==> config.mk <==
export PLATFORM = sky130hd
export DESIGN_NAME = instr_fetch_flat
export DESIGN_NICKNAME = d
export VERILOG_FILES = /design/src/rtl/riscv_pkg.sv /design/src/rtl/instr_fetch_if.sv /design/src/rtl/instr_fetch_if_id_reg.sv /design/src/rtl/instr_fetch.sv /design/src/flat_wrapper.sv
export SDC_FILE = /design/constraint.sdc
export NUM_CORES = 1
export LEC_CHECK = 0
export ABC_AREA = 1
export BUFFER_PORTS_ARGS = -buffer_cell sky130_fd_sc_hd__buf_4
export CORE_MARGIN = 2
export CORE_UTILIZATION = 51
export DETAILED_ROUTE_END_ITERATION = 7
export PLACE_DENSITY = 0.8
export SLEW_MARGIN = 20
export SYNTH_ARGS = -nofsm -noshare
export SYNTH_HDL_FRONTEND = slang
export SYNTH_SLANG_ARGS = --single-unit
==> constraint.sdc <==
create_clock -name clk -period 2.1 [get_ports clk]
set_input_delay 0.105 -clock clk [delete_from_list [all_inputs] [get_ports clk]]
set_output_delay 0.105 -clock clk [all_outputs]
set_load 0.02 [all_outputs]
==> src/rtl/riscv_pkg.sv <==
// Shared fetch-stage types and constants: datapath width, bubble encoding,
// default boot address and the fetch FSM state encoding.
package riscv_pkg;

  localparam int XLEN = 32;
  localparam logic [XLEN-1:0] NOP_INSTR        = 32'h0000_0013;
  localparam logic [XLEN-1:0] RESET_PC_DEFAULT = 32'h0000_0000;

  typedef enum logic [1:0] {
    BOOT = 2'd0,
    RUN  = 2'd1,
    HALT = 2'd2
  } fetch_state_t;

  // Sequential successor address; wraps silently at the top of the address space.
  function automatic logic [XLEN-1:0] pc_plus4(input logic [XLEN-1:0] pc);
    return pc + 32'd4;
  endfunction

endpackage

==> src/rtl/instr_fetch_if.sv <==
// Fetch-stage bundle: control from decode/EX, the imem read port and the IF/ID outputs.
// The master side is the fetch stage; the slave side is its environment.
interface instr_fetch_if;
  import riscv_pkg::*;

  logic            boot_hold;
  logic            stall;
  logic            redirect;
  logic [XLEN-1:0] redirect_pc;
  logic [XLEN-1:0] imem_addr;
  logic [XLEN-1:0] imem_rdata;
  logic [XLEN-1:0] if_id_instr;
  logic [XLEN-1:0] if_id_pc;
  logic [XLEN-1:0] if_id_pc4;
  logic            if_id_valid;
  logic            fetch_fault;

  modport master (
    input  boot_hold, stall, redirect, redirect_pc, imem_rdata,
    output imem_addr, if_id_instr, if_id_pc, if_id_pc4, if_id_valid, fetch_fault
  );

  modport slave (
    output boot_hold, stall, redirect, redirect_pc, imem_rdata,
    input  imem_addr, if_id_instr, if_id_pc, if_id_pc4, if_id_valid, fetch_fault
  );

endinterface

==> src/rtl/instr_fetch_if_id_reg.sv <==
// IF/ID pipeline register. Flush inserts a bubble (NOP, invalid) but keeps the
// PC fields, and takes priority over load.
module if_id_reg
  import riscv_pkg::*;
(
  input  logic            clk,
  input  logic            rst_n,
  input  logic            load_i,
  input  logic            flush_i,
  input  logic [XLEN-1:0] instr_i,
  input  logic [XLEN-1:0] pc_i,
  input  logic [XLEN-1:0] pc4_i,
  output logic [XLEN-1:0] instr_o,
  output logic [XLEN-1:0] pc_o,
  output logic [XLEN-1:0] pc4_o,
  output logic            valid_o
);

  logic [XLEN-1:0] instr_q;
  logic [XLEN-1:0] pc_q;
  logic [XLEN-1:0] pc4_q;
  logic            valid_q;

  // IF/ID storage with bubble insertion on flush.
  always_ff @(posedge clk or negedge rst_n) begin
    if (!rst_n) begin
      instr_q <= NOP_INSTR;
      pc_q    <= {XLEN{1'b0}};
      pc4_q   <= {XLEN{1'b0}};
      valid_q <= 1'b0;
    end else if (flush_i) begin
      instr_q <= NOP_INSTR;
      valid_q <= 1'b0;
    end else if (load_i) begin
      instr_q <= instr_i;
      pc_q    <= pc_i;
      pc4_q   <= pc4_i;
      valid_q <= 1'b1;
    end
  end

  assign instr_o = instr_q;
  assign pc_o    = pc_q;
  assign pc4_o   = pc4_q;
  assign valid_o = valid_q;

endmodule

==> src/rtl/instr_fetch.sv <==
// Instruction-fetch stage: PC register, next-PC selection and BOOT/RUN/HALT FSM.
// Define MISALIGN_CHK_EN to trap misaligned redirect targets into HALT with a sticky fault.
module instr_fetch
  import riscv_pkg::*;
#(
  parameter logic [XLEN-1:0] RESET_PC = RESET_PC_DEFAULT
) (
  input  logic          clk,
  input  logic          rst_n,
  instr_fetch_if.master bus
);

  fetch_state_t    state_q, state_d;
  logic [XLEN-1:0] pc_q, pc_d;
  logic [XLEN-1:0] pc4;
  logic            if_load;
  logic            if_flush;
`ifdef MISALIGN_CHK_EN
  logic            fault_q;
  logic            fault_set;
`endif

  assign pc4           = pc_plus4(pc_q);
  assign bus.imem_addr = pc_q;

  // Next-state, next-PC and IF/ID control; redirect outranks stall in RUN.
  always_comb begin
    state_d   = state_q;
    pc_d      = pc_q;
    if_load   = 1'b0;
    if_flush  = 1'b0;
`ifdef MISALIGN_CHK_EN
    fault_set = 1'b0;
`endif
    case (state_q)
      BOOT: begin
        if (!bus.boot_hold) begin
          state_d = RUN;
        end else begin
          state_d = BOOT;
        end
      end
      RUN: begin
        if (bus.redirect) begin
          pc_d     = bus.redirect_pc;
          if_flush = 1'b1;
`ifdef MISALIGN_CHK_EN
          if (bus.redirect_pc[1:0] != 2'b00) begin
            fault_set = 1'b1;
            state_d   = HALT;
          end else begin
            state_d   = RUN;
          end
`else
          state_d  = RUN;
`endif
        end else if (bus.stall) begin
          pc_d = pc_q;
        end else begin
          pc_d    = pc4;
          if_load = 1'b1;
        end
      end
      HALT: begin
        state_d = HALT;
      end
      default: begin
        state_d = BOOT;
      end
    endcase
  end

  // PC and FSM state registers.
  always_ff @(posedge clk or negedge rst_n) begin
    if (!rst_n) begin
      state_q <= BOOT;
      pc_q    <= RESET_PC;
    end else begin
      state_q <= state_d;
      pc_q    <= pc_d;
    end
  end

`ifdef MISALIGN_CHK_EN
  // Sticky misaligned-target fault; only reset clears it.
  always_ff @(posedge clk or negedge rst_n) begin
    if (!rst_n) begin
      fault_q <= 1'b0;
    end else if (fault_set) begin
      fault_q <= 1'b1;
    end
  end
  assign bus.fetch_fault = fault_q;
`else
  assign bus.fetch_fault = 1'b0;
`endif

  if_id_reg u_if_id (
    .clk     (clk),
    .rst_n   (rst_n),
    .load_i  (if_load),
    .flush_i (if_flush),
    .instr_i (bus.imem_rdata),
    .pc_i    (pc_q),
    .pc4_i   (pc4),
    .instr_o (bus.if_id_instr),
    .pc_o    (bus.if_id_pc),
    .pc4_o   (bus.if_id_pc4),
    .valid_o (bus.if_id_valid)
  );

endmodule
==> src/flat_wrapper.sv <==
// flat-port wrapper written by rule: the top's interface ports become plain ports
module instr_fetch_flat import riscv_pkg::*;
#(
  parameter logic [XLEN-1:0] RESET_PC = RESET_PC_DEFAULT
)
  (clk, rst_n, bus_boot_hold, bus_stall, bus_redirect, bus_redirect_pc, bus_imem_rdata, bus_imem_addr, bus_if_id_instr, bus_if_id_pc, bus_if_id_pc4, bus_if_id_valid, bus_fetch_fault);
  instr_fetch_if bus_i ();
  input  logic clk;
  input  logic rst_n;
  input wire logic [$bits(bus_i.boot_hold)-1:0] bus_boot_hold;
  input wire logic [$bits(bus_i.stall)-1:0] bus_stall;
  input wire logic [$bits(bus_i.redirect)-1:0] bus_redirect;
  input wire logic [$bits(bus_i.redirect_pc)-1:0] bus_redirect_pc;
  input wire logic [$bits(bus_i.imem_rdata)-1:0] bus_imem_rdata;
  output wire logic [$bits(bus_i.imem_addr)-1:0] bus_imem_addr;
  output wire logic [$bits(bus_i.if_id_instr)-1:0] bus_if_id_instr;
  output wire logic [$bits(bus_i.if_id_pc)-1:0] bus_if_id_pc;
  output wire logic [$bits(bus_i.if_id_pc4)-1:0] bus_if_id_pc4;
  output wire logic [$bits(bus_i.if_id_valid)-1:0] bus_if_id_valid;
  output wire logic [$bits(bus_i.fetch_fault)-1:0] bus_fetch_fault;
  assign bus_i.boot_hold = bus_boot_hold;
  assign bus_i.stall = bus_stall;
  assign bus_i.redirect = bus_redirect;
  assign bus_i.redirect_pc = bus_redirect_pc;
  assign bus_i.imem_rdata = bus_imem_rdata;
  assign bus_imem_addr = bus_i.imem_addr;
  assign bus_if_id_instr = bus_i.if_id_instr;
  assign bus_if_id_pc = bus_i.if_id_pc;
  assign bus_if_id_pc4 = bus_i.if_id_pc4;
  assign bus_if_id_valid = bus_i.if_id_valid;
  assign bus_fetch_fault = bus_i.fetch_fault;
  instr_fetch #(.RESET_PC(RESET_PC)) u_core (.clk(clk), .rst_n(rst_n), .bus(bus_i));
endmodule
Word-level counts from Yosys, hierarchy flattened
Index checks and enable logic that the tools add are counted.
{"block": "word_totals", "wordCells": 30, "input_bits": 69, "out_inout_bits": 130, "register_bits": 131}
{"block": "op_classes", "eq_ne": 4, "n_reduce_logical": 4, "bitwise": 1, "add_sub_neg": 1, "mux": 14}
{"op": "$mux W32", "n": 4}
{"op": "$add A32 B3 Y32 const B", "n": 1}
{"op": "$mux W1", "n": 8}
{"op": "$pmux W2 S3", "n": 1}
{"op": "$reduce_and A2 Y1", "n": 2}
{"op": "$eq A2 B1 Y1 const B", "n": 1}
{"op": "$eq A2 B2 Y1 const B", "n": 1}
{"op": "$logic_not A2 Y1", "n": 1}
{"op": "$mux W2", "n": 1}
{"op": "$ne A2 B1 Y1 const B", "n": 1}
{"op": "$ne A2 B2 Y1 const B", "n": 1}
{"op": "$reduce_bool A2 Y1", "n": 1}
{"op": "$not A1 Y1", "n": 1}

Logic depth before layout (Yosys ltp)
Gate-level depths: netlist of the first run.
{"block": "depth", "word_depth": 5, "ltp_mapped": 10, "mapped_depth_nobuf": 10}

Modules after synthesis
A second synthesis of the first run with hierarchy kept.
{"block": "unflattened", "cells_unflattened": 840, "area_unflattened_um2": 6409.9}
{"mod": "if_id_reg", "n_inst": 1, "seq_area_each_um2": 2431.1, "area_each_um2": 3797.4, "cells_per_inst": 421}
{"mod": "instr_fetch", "n_inst": 1, "seq_area_each_um2": 850.8, "area_each_um2": 2612.5, "cells_per_inst": 419}

Worst setup path before layout of the first run
Ideal clock, no wire load.
{"block": "synth_path", "path_kind": "register -> register", "start": "reg u_core.pc_q[3], in the netlist u_core.bus.imem_addr[3]", "end": "reg u_core.pc_q[28], in the netlist u_core.bus.imem_addr[28]", "required_time_ps": 1983, "synth_period_minus_slack_ps": 1667, "path_buffers": 0, "path_slack_ps": 433, "arrival_time_ps": 1550, "path_stages_with_launch": 11, "setup_ps": 117, "cell_sequence": "dfrtp_1 -> ha_1 -> nand2_1 -> nor2_1 -> nand2_1 -> nor2_1 -> nand2_1 -> nand2_1 -> nand3_1 -> nand2_1 -> nand2_1"}
{"block": "synth_via", "elab_chain_len": 3}
{"element": "from (decl)", "line_no": "instr_fetch.sv:14", "source": "logic [XLEN-1:0] pc_q, pc_d;"}
{"element": "from (signal assigned)", "line_no": "instr_fetch.sv:80", "source": "pc_q <= pc_d;"}
{"element": "$add A32 B3 Y32", "line_no": "riscv_pkg.sv:17", "source": "return pc + 32'd4;"}
{"element": "$mux W32", "line_no": "instr_fetch.sv:57", "source": "end else if (bus.stall) begin"}
{"element": "$mux W32", "line_no": "instr_fetch.sv:44", "source": "if (bus.redirect) begin"}
No other way between the ends. The select of a mux whose other input is x is not followed.
A chain may end at the register's enable or synchronous reset.

Final worst setup path of the first run
{"block": "layout_path", "start": "reg u_core.pc_q[3], in the netlist u_core.bus.imem_addr[3]", "end": "reg u_core.pc_q[22], in the netlist u_core.bus.imem_addr[22]"}
Same word-level chain as after synthesis.

==> results of run 1 <==
[layer usage]
layer,track usage (%),vias up,share of wire (%)
met4,12.59,0,2.8
met3,7.839,48,8.5
li1,-,2777,-
met5,0,-,0
met2,49.02,279,49
met1,36.47,2777,40
[power groups by stage]
stage,Combinational [W],Sequential [W],Clock [W]
after CTS,0.00202,0.00313,0.00322
final,0.00202,0.00314,0.00321
after floorplan,0.000640,0.00353,0
after global routing,0.00218,0.00318,0.00335
after global placement,0.00190,0.00315,0
after detailed placement,0.00193,0.00317,0
[cell type report]
| class | instances | area, um2 |
|---|---|---|
| Inverter | 42 | 157.7 |
| Fill cell | 797 | 2709 |
| Clock buffer | 21 | 470.5 |
| Clock inverter | 11 | 177.7 |
| Timing Repair Buffer | 258 | 2102 |
| Multi-Input combinational cell | 502 | 2293 |
| Tap cell | 143 | 178.9 |
| Sequential cell | 129 | 3232 |
[cells in the final DEF (no fill, tap or decap)]
cell type        n
inv_2            3
o211ai_1         1
clkinvlp_4       3
dfrtp_1        126
bufinv_16        4
nor3_4           1
nor2_4           2
dfstp_2          3
buf_12           3
a21oi_1         25
clkbuf_8         3
clkinv_4         3
nand3_1         42
a22oi_1          5
nor3_1           1
a22o_1          29
clkbuf_16       17
o21ai_1         30
clkbuf_1         1
xnor2_1          1
nand2_1        282
a31oi_1          5
conb_1           1
buf_4          204
o22a_1           1
and2_1           2
nor2_2           2
o21ai_0         12
xor2_1           7
nor2_1          52
inv_6            1
ha_1             1
dlygate4sd3_1   51
inv_1           39
[path summary, 6_finish.rpt]
kind,start,endpoint,slack (ps),cells past startpoint
worst max-delay path,u_core.bus.imem_addr[3],u_core.bus.imem_addr[22],180,10
worst min-delay path,bus_redirect_pc[23],u_core.bus.imem_addr[23],3,5
worst max register to register,u_core.bus.imem_addr[3],u_core.bus.imem_addr[22],180,10
worst min register to register,u_core.state_q[0],u_core.state_q[1],430,1
max in group asynchronous,rst_n,u_core.u_if_id.instr_o[0],1200,3
min in group asynchronous,rst_n,u_core.u_if_id.pc_o[21],190,2
[kinds of logic after synthesis]
group | after synthesis
AND/OR/NAND/NOR | 384
AO/OA/AOI/OAI | 108
buffers and inverters | 79
adder cells (fa/ha/maj) | 1
XOR/XNOR | 8
other | 1
flip-flops | 129
[per-stage QoR]
stage / instances / setup WS (ps) / util, % / cell area [um2] / power (W)
after global placement: 1023 / 331.6 / 65.84 / 7453 / 0.005049
after floorplan: 710 / 433.2 / - / 5884 / 0.004167
after detailed placement: 1023 / 267.0 / 65.84 / 7453 / 0.005099
after CTS: 1106 / 229.8 / 76.07 / 8612 / 0.008374
after global routing: 1106 / 41.15 / 76.07 / 8612 / 0.008706
final: 1106 / 179.6 / 76.07 / 8612 / 0.008368
[tightest hold or removal path: cells and delay by family]
family | cells | cell delay (ps)
buffers and inverters | 1 | 80
AND/OR/NAND/NOR | 4 | 210
[repair_timing]
item	in CTS	in global routing
hold buffers	51	0
buffers inserted	0	0
hold endpoints to repair	83	0
[registers in the layout, summed over array words and instances, names as in the netlist]
signal and count:
u_core.u_if_id.pc4_o 30, u_core.u_if_id.instr_o 32, u_core.bus.imem_addr 32, u_core.u_if_id.valid_o 1
u_core.state_q 2, u_core.u_if_id.pc_o 32
==> metrics.md, run 1 <==
| Metric | Value |
|---|---|
| DRT antenna net count | 0 |
| Max cap viols | 0 |
| Number of detailed-route iterations in the first pass | 5 |
| Clock buffer depth | 2 |
| Largest net degree at the start of global routing | between 60 and 70 |
| Initial antenna violation count | 0 |
| GRT Util Overall | 29.41% |
| WHS | 3.246 ps |
| Final total negative setup slack | 0 ps |
| H-tree level count | 4 |
| Largest family of logic cells by synthesized area | simple AND/OR/NAND/NOR gates |
| Die Footprint | approximately 12000 um2 |
| Slowest cell on the critical path | dfrtp_1 |
| Share of the synthesized area in the top cell type | between 50% and 60% |
| Setup violations, final | 0 |
| RSZ-0062 raised after global routing | no |
| Synth Area in Compound Gates | 11.46% |
| HPWL after detailed placement | 12000 um |
| Internal | 0.005774 W |
| WL/cell | ~16 um |
| Sequential share of power | around 38% |
| Fin crit share | 91.45% |
| Worst Tran Pin Value | 639.4 ps |
| GP Congestion | 0.9110 |
| Area delta synth->final | 46.35% |
| Crit start category | register |
| Post-synthesis sequential element count | between 100 and 150 |
| Worst hold path class | input pin to register |
| Clk slew on worst S/H paths | around 60 ps |
| Most used cell, CP | nand2_1 |
| Total clock sinks | 129 |
| Remaining DRCs | 0 |
| Slew Viols, Final | 0 |
| Total CTS buffers | 17 |
| Synth area leader | dfrtp_1 |
| Synth area leaders | dfrtp_1 54%, nand2_1 18%, a22o_1 4.3% |
| Mapped Nets | 780 |
| Via count | 5881 |
| Most frequent cell after synthesis | nand2_1 |
| Worst skew pair latency | 420 ps |
| Max stage delay on crit path | 440 ps |
| Data required time of the critical path | 2400 ps |
| Core area | between 10000 and 15000 um2 |
| Mux share of post-synthesis cell area | 0% |
| Comb power frac | 24.1% |
| Sw power | 0.002593 W |
| Post-Synth Simple-Gate Area | between 20 and 30% |
| Horiz. Die Dim | between 100 and 150 um |
| Iteration-0 DRC Markers | 390 |
| Crit path DAT | approximately 2200 ps |
| CP Cell Sequence | ha_1, nand2_1, nor2_1, nand2_1, nor2_2, nand2_1, nand2_1, nand3_1, nand2_1, nand2_1 |
| Number of global-route vias before repair | 5969 |
| Synth Area in Adders | 0.2126% |
| CTS root buf | clkbuf_16 |
| Buffers & Inverters on Critical Path | 0 |
| DIE HEIGHT | 111.4 um |
| Achievable frequency | 520.7 MHz |
| # port buffers | about 200 |
| Global route overflow | 0 |
| Worst setup EP type | register |
| CTS tree | built |
| Xor/xnor share of the synthesized area | 1.191% |
| Main synth FF type | dfrtp_1 |
| Synth async-reset ratio | 100.0% |
| Mapped cell area | 5884 um2 |
| PD cells | 971.6 nW/um2 |
| Ports | a little under 200 |
| Row count | 39 |
| Nets | 1020 |
| Clk network pwr share | 38.4% |
| Commonest cells post-synth | 282 x nand2_1, 126 x dfrtp_1, 52 x nor2_1 |
| Register area share after synthesis | 54.92% |
| Outcome | completed |
| Max-slew headroom | between 50% and 60% |
| Cells after Synth | 710 |
| CP max FO | 6 |
| Mean cell area of the mapped netlist | 8.288 um2 |
| Layout cells sized above 1 | 25.86% |
| Starting Density | 51.98% |
| Final-report hold violation count | 0 |
| Leakage | 4.469 nW |
| Antenna fix cells | 0 |
| Setup CP Type | register to register |
| Layout Skew | 6.341 ps |
| Yosys warns | 0 |
| Post-synth EDFFs | 0 |
| Via/cell ratio | 5.317 |
| Switching Share | 30.99% |
| Routed WL | 17900 um |
| Max IR drop VDD | 0.5752 mV |
| First-pass GRT wire length | 28990 um |
| Cell variety after synth | 29 |
| Post-CTS resize count | 0 |
| Min Clock Period, post-route | ~1900 ps |
| Cell family with most CP delay | simple AND/OR/NAND/NOR gates |
Power figures use the tool's default switching activity.
==> inputs of run 2 (changes only) <==
REMOVE_ABC_BUFFERS = 1   (was default)
==> run 2 against run 1 <==
- register-to-register slack worse by 20 ps
- clock-buffer cell count is 2 lower
- largest cell class unchanged
- sequential share of layout area is 0.34 points higher
- worst hold slack better by 4.3 ps
- clock power is 10% lower
- critical path depth stayed put
- total power is 4.0% lower
- clock skew hardly changed
- worst setup slack worse by 23 ps
- sequential power hardly changed
- non-clock buffer count is 3 lower
==> metrics.md, run 2 (synthesis results as in run 1) <==
| Metric | Value |
|---|---|
| Clk slew on worst S/H paths | 60 ps |
| CP max FO | 6 |
| Horiz. Die Dim | 111.4 um |
| Layout cells sized above 1 | 26.12% |
| Setup crit start | u_core.bus.imem_addr[3] |
| Layout Skew | 6.694 ps |
| Worst Tran Pin Value | 962.8 ps |
| First-pass GRT wire length | 29640 um |
| Ports | slightly below 200 |
| Total CTS buffers | 17 |
| Register-to-Register Path Depth | 10 |
| PnR Total Power | 0.008035 W |
| Global route overflow | 0 |
| Worst setup EP type | register |
| Worst skew pair latency | 420 ps |
| Number of global-route vias before repair | 5948 |
| Setup CP Type | register to register |
| Nets | 1018 |
| Crit start category | register |
| Worst hold path class | input pin to register |
| GP Congestion | 0.9378 |
| Max-slew headroom | 35.75% |
| Antenna fix cells | 0 |
| Sequential cell area | around 3200 um2 |
| Post-route non-filler standard cell count | 1104 |
| CTS root buf | clkbuf_16 |
| Row count | 39 |
| R2R Path Start | u_core.bus.imem_addr[3] |
| Filler instances | approximately 800 |
| Outcome | completed |
| Final-report hold violation count | 0 |
| Leakage | roughly 4.4 nW |
| Commonest non-fill, non-tap cell in the layout | nand2_1 |
| Core area | 11320 um2 |
| Slew Viols, Final | 0 |
| Worst Setup EP | u_core.bus.imem_addr[20] |
| Number of detailed-route iterations in the first pass | 5 |
| Largest net degree at the start of global routing | ~110 |
| Number of setup buffers added after CTS | 0 |
| Area delta synth->final | 45.04% |
| HPWL after detailed placement | 11470 um |
| Achievable frequency | 514.4 MHz |
| R2R Setup Slk | about 160 ps |
| Area of the multi-input gates | 2307 um2 |
| Min Clock Period, post-route | 1944 ps |
| Commonest non-fill, non-tap cells in the layout | 282 x nand2_1, 202 x buf_4, 126 x dfrtp_1 |
| RSZ-0062 raised after global routing | no |
| DIE HEIGHT | 111.4 um |
| GRT Util Overall | 29.84% |
| # port buffers | 197 |
| Remaining DRCs | 0 |
| Dpl cells | around 1000 |
| PD cells | 941.5 nW/um2 |
| Clock buffer depth | 2 |
| Starting Density | 51.98% |
| Data required time of the critical path | ~2400 ps |
| Setup violations, final | 0 |
| Initial antenna violation count | 0 |
| Iteration-0 DRC Markers | 509 |
| WL/cell | 16.32 um |
| Total clock sinks | 129 |
| Via/cell ratio | roughly 5.3 |
| Fin crit share | 92.56% |
| Via count | 5817 |
| Crit path DAT | ~2300 ps |
| Reg2reg end | u_core.bus.imem_addr[20] |
| Routed WL | ~18000 um |
| CTS tree | built |
| DRT antenna net count | 0 |
| Die Footprint | 12410 um2 |
| H-tree level count | 4 |
| Max IR drop VDD | 0.5852 mV |
| Max cap viols | 0 |
==> run 2: cell count changes in the layout (fill, tap and decap cells not counted), sizes merged <==
cell / before / now
buf: 207 / 206
bufinv: 4 / 1
clkbuf: 21 / 19
clkinv: 3 / 4
dlygate4sd3: 51 / 49
inv: 43 / 47
nor2: 56 / 57
==> run 2: per-layer routing <==
layer	global-route usage, %	share of wire, %
met4	10.29	2.5
met2	46.95	47
met3	9.962	9.4
met5	0	0
met1	39.29	41
==> run 2: timing repair <==
action,in CTS,in global routing
endpoints found under the hold margin,92,0
resized for setup,0,3
setup endpoints to repair,0,49
hold buffers,49,0
==> run 2: how the worst min path moves through the flow <==
stage	from	end	slack (ps)	depth (start not counted)
after global routing	bus_redirect_pc[14]	u_core.bus.imem_addr[14]	2	3
after global placement	rst_n	u_core.u_if_id.instr_o[31]	140	1
after CTS	bus_redirect_pc[20]	u_core.bus.imem_addr[20]	4	5
after detailed placement	rst_n	u_core.u_if_id.instr_o[31]	160	1
after floorplan	rst_n	u_core.bus.imem_addr[0]	-190	0
final	bus_redirect_pc[20]	u_core.bus.imem_addr[20]	8	5
==> run 2: area by class of cell <==
| class | count | share of cell area [%] |
|---|---|---|
| clock buffers | 19 | 5.307 |
| clock inverters | 13 | 1.495 |
| inverters | 42 | 1.847 |
| multi-input cells | 503 | 27.03 |
| flip-flops and latches | 129 | 37.87 |
| well taps | 143 | 2.096 |
| repair buffers | 255 | 24.35 |
==> run 2: report_power, final <==
| group | switching [W] | internal [W] |
|---|---|---|
| Combinational | 0.00118 | 0.000849 |
| Sequential | 0.000300 | 0.00283 |
| Clock | 0.00116 | 0.00171 |
==> run 2: per-stage QoR <==
| stage | setup slack [ps] | cell area, um2 | hold WS [ps] | utilization, % | TNS [ps] |
|---|---|---|---|---|---|
| 2_1_floorplan | -1145 | 5678 | -190.6 | - | -121510 |
| 3_3_place_gp | 143.5 | 7446 | 142.9 | 65.77 | 0 |
| 3_5_place_dp | 54.20 | 7446 | 157.7 | 65.77 | 0 |
| 4_1_cts | 38.16 | 8517 | 3.974 | 75.23 | 0 |
| 5_1_grt | 19.92 | 8534 | 1.659 | 75.39 | 0 |
| 6_report | 156.1 | 8534 | 7.571 | 75.39 | 0 |
==> run 2: critical path, cell delays in order, from the launching register on <==
cell	delay [ps]
dfrtp_1	450
ha_1	260
nand2_1	70
nor2_1	130
nand2_1	230
nor2_2	280
nand2_1	90
nand2_1	100
nand3_1	80
nand2_1	80
nand2_1	50
